`config.mk`:
```
export PLATFORM = sky130hd
export DESIGN_NAME = sync_debounce_fsmd
export DESIGN_NICKNAME = d
export VERILOG_FILES = /design/src/rtl/sync_debounce_fsmd.sv
export SDC_FILE = /design/constraint.sdc
export NUM_CORES = 1
export LEC_CHECK = 0
export CORE_MARGIN = 5
export CORE_UTILIZATION = 45
export DETAILED_ROUTE_END_ITERATION = 10
export DONT_BUFFER_PORTS = 1
export PLACE_DENSITY_LB_ADDON = 0.05
export SLEW_MARGIN = 20
export SYNTH_ARGS = -nofsm -noshare
export SYNTH_HDL_FRONTEND = slang
export SYNTH_SLANG_ARGS = --single-unit
export TNS_END_PERCENT = 30
```
`constraint.sdc`:
```
create_clock -name clk -period 2.45 [get_ports clk]
set_clock_uncertainty 0.2 [all_clocks]
set_input_delay 0.3675 -clock clk [delete_from_list [all_inputs] [get_ports clk]]
set_output_delay 0.3675 -clock clk [all_outputs]
set_load 0.02 [all_outputs]
```
`src/rtl/sync_debounce_fsmd.sv`:
```
// Switch conditioner: two-flop synchronizer feeding a four-state debounce FSMD.
// Emits a debounced level and registered one-cycle press/release ticks.
`timescale 1ns/1ps
module sync_debounce_fsmd #(
  parameter int N = 19
) (
  input  logic clk,
  input  logic reset,
  input  logic sw,
  output logic db_level,
  output logic db_tick,
  output logic rel_tick
);

  typedef enum logic [1:0] {ZERO, WAIT1, ONE, WAIT0} state_t;

  localparam logic [N-1:0] Q_LOAD = '1;
  localparam logic [N-1:0] Q_ONE  = {{(N-1){1'b0}}, 1'b1};

  state_t         state_q, state_d;
  logic [N-1:0]   q_q, q_d;
  logic           s1_q, s2_q;
  logic           db_tick_q, db_tick_d;
  logic           rel_tick_q, rel_tick_d;
  logic           sw_s;
  logic           q_zero;

  assign sw_s   = s2_q;
  assign q_zero = (q_q == '0);

  always_ff @(posedge clk or negedge reset) begin
    if (!reset) begin
      s1_q       <= 1'b0;
      s2_q       <= 1'b0;
      state_q    <= ZERO;
      q_q        <= '0;
      db_tick_q  <= 1'b0;
      rel_tick_q <= 1'b0;
    end else begin
      s1_q       <= sw;
      s2_q       <= s1_q;
      state_q    <= state_d;
      q_q        <= q_d;
      db_tick_q  <= db_tick_d;
      rel_tick_q <= rel_tick_d;
    end
  end

  // A reversal in either wait state abandons the count; the next attempt reloads.
  always_comb begin
    state_d    = state_q;
    q_d        = q_q;
    db_tick_d  = 1'b0;
    rel_tick_d = 1'b0;
    case (state_q)
      ZERO: begin
        if (sw_s) begin
          q_d     = Q_LOAD;
          state_d = WAIT1;
        end
      end
      WAIT1: begin
        if (!sw_s) begin
          state_d = ZERO;
        end else if (!q_zero) begin
          q_d = q_q - Q_ONE;
        end else begin
          state_d   = ONE;
          db_tick_d = 1'b1;
        end
      end
      ONE: begin
        if (!sw_s) begin
          q_d     = Q_LOAD;
          state_d = WAIT0;
        end
      end
      WAIT0: begin
        if (sw_s) begin
          state_d = ONE;
        end else if (!q_zero) begin
          q_d = q_q - Q_ONE;
        end else begin
          state_d    = ZERO;
          rel_tick_d = 1'b1;
        end
      end
      default: state_d = ZERO;
    endcase
  end

  assign db_level = (state_q == ONE) || (state_q == WAIT0);
  assign db_tick  = db_tick_q;
  assign rel_tick = rel_tick_q;

endmodule
```
==> results of run 1 <==
==> per-stage QoR <==
stage / hold slack (ns) / power (W) / setup WS (ns) / util / instance area [um^2]
after floorplan: -0.1281 / 0.0005018 / 0.2943 / - / 1271
after global placement: -0.1275 / 0.0005181 / 0.2288 / 0.4915 / 1344
after detailed placement: -0.1274 / 0.0005199 / 0.1811 / 0.4915 / 1344
after CTS: 0.1708 / 0.0007230 / 0.1433 / 0.5158 / 1410
after global routing: 0.1857 / 0.0007531 / 0.01884 / 0.5158 / 1410
final: 0.1673 / 0.0007124 / 0.1483 / 0.5158 / 1410
==> kinds of logic (layout without fill, tap and decap cells) <==
group | after synthesis | in the layout | synth area share
AOI/OAI and AO/OA | 25 | 25 | 0.1299
xor gates and xnor gates | 8 | 8 | 0.05512
adders and majority gates | 1 | 1 | 0.009841
buffers and inverters | 6 | 16 | 0.01772
DFF | 25 | 25 | 0.4921
muxes | 2 | 2 | 0.01673
and+or+nand+nor | 60 | 60 | 0.2785
==> cell usage after synthesis, types with 2 or more instances <==
cell type,instances
a2111oi_0,2
a2111oi_1,2
a21oi_1,7
a31oi_1,2
and3_1,4
clkbuf_1,3
dfrtp_1,25
inv_1,3
nand2_1,11
nand3_1,5
nand4_1,3
nor2_1,14
nor3_1,6
nor3b_1,4
nor4b_1,2
o21ai_0,3
o21ai_1,4
o31ai_1,2
or2b_2,2
or3_2,2
xnor2_1,7
==> sequential cells by signal (all words and copies together), names as in the netlist, named ones only <==
register and flops:
db_tick 1, rel_tick 1, s1_q 1, q_q 19
s2_q 1, state_q 1
==> how the worst max path moves through the flow <==
stage                     startpoint       end  slack [ns]  depth (start not counted)
after floorplan              q_q[14]  register        0.29                          4
after global placement        q_q[0]   q_q[12]        0.23                          7
after detailed placement      q_q[0]   q_q[12]        0.18                          7
after CTS                     q_q[0]   q_q[12]        0.14                          7
after global routing          q_q[0]   q_q[12]        0.02                          7
final                         q_q[0]   q_q[12]        0.15                          7
==> layer usage <==
| layer | track usage | vias to the layer above | routed length (um) |
|---|---|---|---|
| li1 | - | 487 | - |
| met1 | 0.1808 | 466 | 1226 |
| met5 | 0 | - | 0 |
| met3 | 0.03908 | 5 | 64 |
| met2 | 0.2218 | 8 | 1160 |
| met4 | 0.04775 | 0 | 34 |
==> final cells by class <==
| cell class | instances | share of cell area |
|---|---|---|
| timing repair buffer | 9 | 0.06034 |
| tap | 31 | 0.02751 |
| clock buffer | 4 | 0.01863 |
| inverter | 3 | 0.007986 |
| multi-input combinational | 96 | 0.4419 |
| sequential | 25 | 0.4437 |
==> power breakdown <==
| group | internal [W] | total (W) | switching, W |
|---|---|---|---|
| sequential | 0.000433 | 0.000463 | 0.0000295 |
| clock | 0.0000639 | 0.000186 | 0.000123 |
| combinational | 0.0000272 | 0.0000633 | 0.0000361 |
| total | 0.000524 | 0.000712 | 0.000188 |
==> timing repair <==
| item | CTS | global route |
|---|---|---|
| hold buffers | 3 | 0 |
| hold endpoints to repair | 26 | 0 |
| setup endpoints to repair | 0 | 0 |
==> impl_metrics.toml, run 1 <==
[setup_path]
critical-path-top-delay-family = "simple AND/OR/NAND/NOR gates"
arrival_ns = 2.32
crit_required_ns = 2.47
cp_num_buf_inv = 1
reg2regPathDepth = 7
crit_type = "register to register"
worstPathCellList = "inv_1, ha_1, nor4b_1, nand3_2, a2111oi_1, xnor2_1, nand2_1"
critPathMaxStageDelay_ns = 0.47
worstSetupStartpointType = "register"
cpMaxStageDelayCell = "a2111oi_1"
rrSetupSlack_ns = 0.15
worstPathMaxFanout = 5
r2r_start = "q_q[0]"
end_kind = "register"
reg2reg_to = "q_q[12]"

[floorplan]
start_util = 0.4650
die_area_mm2 = 0.003988
die_w_um = 63.15
coreArea_mm2 = 0.002734
dieHeight_um = 63.15
io-pin-count = 6
row_count = 19

[final_layout]
area_delta_synth_final_pct = 10.93
nFillCells = 246
fin_cells = 168
final_layout_size_suffix_gt1_frac = 0.1533
final_common_cell = "dfrtp_1"
layout_common_cells = "dfrtp_1, nor2_1, nand2_1, xnor2_1, a21oi_1"
multiInputGateArea_um2 = 623.1
nets = 142
diodes = 0
seq_area_um2 = 625.6

[logic_synthesis]
yosysTopAreaCell = "dfrtp_1"
ys.flop_type = "dfrtp_1"
ys_warn_count = 0
synth_seq_area_share = 0.4921
async_flop_share = 1.000
synth_cell_type_count = 35
synthDominantCellAreaShare = 0.4921
synth.net_count = 131
synthTopCellsByArea = "dfrtp_1, xnor2_1, nor2_1"
ys_seq_elements = 25
syn_area_mm2 = 0.001271
postSynthAreaPerCell_um2 = 10.01
synth_edf_count = 0
syn_inst = 127

[sta]
tightest_slew_ns = 0.5206
setup_viol = 0
tns_ns = 0
fmax_ghz = 0.4345
rsz0062_at_grt = "no"
relSlewSlack = 0.6440
drv_slew = 0
final.period_utilization = 0.9395
final_hold_viol_count = 0
fin_crit_ns = 2.302

[clocking]
post_cts_buffers = 0
cts_buffer_depth = 2
numCtsBuffers = 3
clock_sinks = 25
cts_tree = "done"
cts-root-buf = "clkbuf_4"
clock_latency_ns = 0.32
htree_levels = 1
cts.clk_slew.worst_paths_ns = 0.13
postCtsResizedCells = 0

[global_route]
grt_pass1_wl_um = 4436
grt_pass1_vias = 915
grt_max_degree = 26
grt-ovfl-total = 0
track_usage = 0.1395
antenna_found_initial = 0

[power]
p_leak_nw = 0.5034
ir_drop_uv = 464.7
powerDensity_mw_per_mm2 = 505.2

[detailed_routing]
wl_per_cell_um = 14.80
route.detailed.drc = 0
via_count = 966
viasPerCell = 5.750
drtPass1Iterations = 4
totalWireLength_um = 2486
postRouteAntennaNets = 0
first_iter_violations = 45

[min_path]
hp-class = "register to register"
hold_start = "s1_q"
hold_depth = 0
min_to = "s2_q"

[outcome]
outcome = "complete, no violations"

[place]
io_buffers = 0
post-place-cells = 161
hpwl_um = 1722
place.gp.congestion = 0.7979

[flow_run]
max-cap-violations = 0
(Power assumes the default switching activity.)
==> run 2: changes to the inputs <==
--- a/config.mk
+++ b/config.mk
@@ -10,6 +10,7 @@
 export DETAILED_ROUTE_END_ITERATION = 10
 export DONT_BUFFER_PORTS = 1
 export PLACE_DENSITY_LB_ADDON = 0.05
+export RECOVER_POWER = 25
 export SLEW_MARGIN = 20
 export SYNTH_ARGS = -nofsm -noshare
 export SYNTH_HDL_FRONTEND = slang
==> impl_metrics.toml, run 2 (synthesis results as in run 1) <==
[min_path]
hold_depth = 0
min_to = "s2_q"
hold_start = "s1_q"
hp-class = "register to register"

[setup_path]
crit_type = "register to register"
rrSetupSlack_ns = 0.14
end_kind = "register"
crit_required_ns = 2.47
worstPathMaxFanout = 5
worstSetupStartpointType = "register"
arrival_ns = 2.33
r2r_start = "q_q[0]"
reg2regPathDepth = 7
reg2reg_to = "q_q[12]"

[detailed_routing]
route.detailed.drc = 0
via_count = 960
first_iter_violations = 29
totalWireLength_um = 2517
postRouteAntennaNets = 0
wl_per_cell_um = 14.98
drtPass1Iterations = 4
viasPerCell = 5.714

[sta]
tns_ns = 0
drv_slew = 0
final.period_utilization = 0.9417
final_hold_viol_count = 0
rsz0062_at_grt = "no"
fmax_ghz = 0.4334
setup_ws_ns = 0.1428
fin_crit_ns = 2.307
tightest_slew_ns = 1.353
setup_viol = 0
relSlewSlack = 0.09779

[global_route]
grt_max_degree = 26
grt-ovfl-total = 0
antenna_found_initial = 0
track_usage = 0.1395
grt_pass1_wl_um = 4436
grt_pass1_vias = 915

[clocking]
clock_sinks = 25
clock_latency_ns = 0.32
cts.clk_slew.worst_paths_ns = 0.13
numCtsBuffers = 3
cts_buffer_depth = 2
cts-root-buf = "clkbuf_4"
htree_levels = 1
cts_tree = "done"
post_cts_buffers = 0

[place]
io_buffers = 0
dp_slack_ns = 0.1811
place.gp.congestion = 0.7979
post-place-cells = 161
hpwl_um = 1722

[power]
ir_drop_uv = 464.6
powerDensity_mw_per_mm2 = 508.2
p_leak_nw = 0.4951

[final_layout]
nets = 142
final_layout_size_suffix_gt1_frac = 0.1460
regMostFlops = "q_q"
diodes = 0
final_common_cell = "dfrtp_1"
nFillCells = 249
largest_register_ff_count = 19
multiInputGateArea_um2 = 623.1
seq_area_um2 = 625.6
fin_cells = 168
layout_common_cells = "dfrtp_1, nor2_1, nand2_1, xnor2_1, a21oi_1"
area_delta_synth_final_pct = 9.646

[floorplan]
die_w_um = 63.15
dieHeight_um = 63.15
start_util = 0.4650
die_area_mm2 = 0.003988
coreArea_mm2 = 0.002734
io-pin-count = 6
row_count = 19

[outcome]
outcome = "complete, no violations"

[flow_run]
max-cap-violations = 0
## run 2: cell count changes in the layout (fill, tap and decap cells not counted)
cell | before | now
buf_12 | 1 | 0
clkbuf_1 | 1 | 2
## run 2: through the flow
step / total power [W] / util / hold slack, ns / cell area, um^2
after floorplan: 0.0005018 / - / -0.1281 / 1271
after detailed placement: 0.0005199 / 0.4915 / -0.1274 / 1344
after global routing: 0.0007496 / 0.5098 / 0.1857 / 1394
final: 0.0007083 / 0.5098 / 0.1673 / 1394
after global placement: 0.0005181 / 0.4915 / -0.1275 / 1344
after CTS: 0.0007230 / 0.5158 / 0.1708 / 1410
## run 2: how the worst max path moves through the flow
| stage | startpoint | end | slack (ns) | cells after the start |
|---|---|---|---|---|
| 2_1_floorplan | q_q[14] | register | 0.29 | 4 |
| 3_3_place_gp | q_q[0] | q_q[12] | 0.23 | 7 |
| 3_5_place_dp | q_q[0] | q_q[12] | 0.18 | 7 |
| 4_1_cts | q_q[0] | q_q[12] | 0.14 | 7 |
| 5_1_grt | q_q[0] | q_q[12] | 0.02 | 7 |
| 6_report | q_q[0] | q_q[12] | 0.14 | 7 |
## run 2: layout make-up
cell class / instances / area share
Sequential cell: 25 / 0.4488
Inverter: 3 / 0.008079
Multi-Input combinational cell: 96 / 0.4470
Clock buffer: 4 / 0.01885
Tap cell: 31 / 0.02783
Timing Repair Buffer: 9 / 0.04937
## run 2: timing repair
action,CTS,global route
resized for setup,0,0
hold buffers,3,0
hold endpoints to repair,26,0
endpoints found under the setup margin,0,0
## run 2: routing by layer
metal	share of wire	GRT usage	wire length (um)	vias up
met1	0.50	0.1808	1264	463
met5	0	0	0	-
met3	0.023	0.03908	57	4
li1	-	-	-	484
met2	0.46	0.2218	1164	9
met4	0.012	0.04775	31	0
## run 2: worst max-delay path: stages (launching register included)
cell and delay [ns]:
dfrtp_1 0.42, inv_1 0.07, ha_1 0.21, nor4b_1 0.42, nand3_2 0.19, a2111oi_1 0.47, xnor2_1 0.17, nand2_1 0.06
## run 2: power breakdown
| part | leakage [nW] | internal [W] | switching (W) |
|---|---|---|---|
| clock network | 0.0150 | 0.0000638 | 0.000122 |
| registers | 0.250 | 0.000433 | 0.0000296 |
| logic | 0.230 | 0.0000243 | 0.0000357 |
==> run 3: changes to the inputs <==
--- a/config.mk
+++ b/config.mk
@@ -9,7 +9,8 @@
 export CORE_UTILIZATION = 45
 export DETAILED_ROUTE_END_ITERATION = 10
 export DONT_BUFFER_PORTS = 1
-export PLACE_DENSITY_LB_ADDON = 0.05
+export MAX_ROUTING_LAYER = met4
+export PLACE_DENSITY = 0.72
 export RECOVER_POWER = 25
 export SLEW_MARGIN = 20
 export SYNTH_ARGS = -nofsm -noshare
==> impl_metrics.toml, run 3 (synthesis results as in run 1) <==
[place]
io_buffers = 0
place.gp.congestion = 0.8179
hpwl_um = 1746

[final_layout]
diodes = 0
largest_register_ff_count = 19
area_delta_synth_final_pct = 11.42
layout_common_cells = "dfrtp_1, nor2_1, nand2_1, buf_4"
nFillCells = 237
final_common_cell = "dfrtp_1"
regMostFlops = "q_q"
final_layout_size_suffix_gt1_frac = 0.1655
seq_area_um2 = 625.6
nets = 144
multiInputGateArea_um2 = 630.6

[setup_path]
rrSetupSlack_ns = 0.18
worstSetupStartpointType = "register"
reg2regPathDepth = 7
end_kind = "register"
crit_end = "q_q[15]"
arrival_ns = 2.32
crit_type = "register to register"
worstPathMaxFanout = 6
reg2reg_to = "q_q[15]"
cp-startpoint = "q_q[0]"
r2r_start = "q_q[0]"
crit_required_ns = 2.50

[clocking]
cts_tree = "done"
clock_latency_ns = 0.31
post_cts_buffers = 0
numCtsBuffers = 3
clock_sinks = 25
cts-root-buf = "clkbuf_4"
cts.clk_slew.worst_paths_ns = 0.13
htree_levels = 1
cts_buffer_depth = 2

[detailed_routing]
wl_per_cell_um = 14.23
viasPerCell = 5.700
route.detailed.drc = 0
via_count = 969
first_iter_violations = 66
totalWireLength_um = 2419
drtPass1Iterations = 4
postRouteAntennaNets = 0

[floorplan]
coreArea_mm2 = 0.002734
die_area_mm2 = 0.003988
io-pin-count = 6
start_util = 0.4650
row_count = 19
dieHeight_um = 63.15
die_w_um = 63.15

[sta]
relSlewSlack = 0.1544
final.period_utilization = 0.9263
tns_ns = 0
tightest_slew_ns = 1.268
rsz0062_at_grt = "no"
fmax_ghz = 0.4406
final_hold_viol_count = 0
setup_viol = 0
drv_slew = 0
fin_crit_ns = 2.269
hold_ws_ns = 0.1631

[min_path]
hp-class = "register to register"

[global_route]
grt_pass1_wl_um = 4298
grt-ovfl-total = 0
track_usage = 0.1379
antenna_found_initial = 0
grt_pass1_vias = 913
grt_max_degree = 26

[power]
p_leak_nw = 0.5061
ir_drop_uv = 476.9
powerDensity_mw_per_mm2 = 495.4

[flow_run]
max-cap-violations = 0

[outcome]
outcome = "complete, no violations"
-- run 3: metrics by stage --
stage	std cells	utilization	setup slack [ns]	area, um^2	power, W
floorplan	127	-	0.2943	1271	0.0005018
global placement	163	0.4970	0.2200	1359	0.0005157
detailed placement	163	0.4970	0.1762	1359	0.0005204
CTS	170	0.5213	0.1483	1425	0.0007158
global route	170	0.5181	0.02860	1416	0.0007530
finish	170	0.5181	0.1805	1416	0.0007017
-- run 3: per-layer routing --
layer / GRT usage / routed length, um
met1: 0.1829 / 1146
met2: 0.1974 / 1141
met3: 0.04085 / 71
met4: 0.05305 / 60
met5: - / 0
-- run 3: worst min path at each step --
stage	start	depth (start not counted)	end
after floorplan	reset	0	async pin
final	s1_q	0	s2_q
after global routing	s1_q	0	s2_q
after CTS	s1_q	0	s2_q
after global placement	reset	0	q_q[17]
after detailed placement	reset	0	q_q[17]
-- run 3: layout make-up --
class	count	area share
clock buffers	4	0.01855
repair buffers	11	0.05919
inverters	3	0.007951
flip-flops and latches	25	0.4417
multi-input cells	96	0.4452
well taps	31	0.02739
-- run 3: where the power goes --
part / internal, W / leakage [nW] / switching [W]
sequential: 0.000433 / 0.250 / 0.0000319
clock: 0.0000637 / 0.0150 / 0.000113
combinational: 0.0000249 / 0.241 / 0.0000346
total: 0.000522 / 0.506 / 0.000180
-- run 3: critical path, cell delays in order, from the launching register on --
cell and delay [ns]:
dfrtp_1 0.42, inv_1 0.07, ha_1 0.22, or4b_4 0.50, nor2_2 0.27, a211oi_2 0.18, and4_1 0.24, o21ai_1 0.11
-- run 3: repair_timing --
| item | CTS | global route |
|---|---|---|
| endpoints found under the setup margin | 0 | 3 |
| hold buffers | 3 | 0 |
| endpoints found under the hold margin | 26 | 0 |
| gates resized for setup | 0 | 2 |
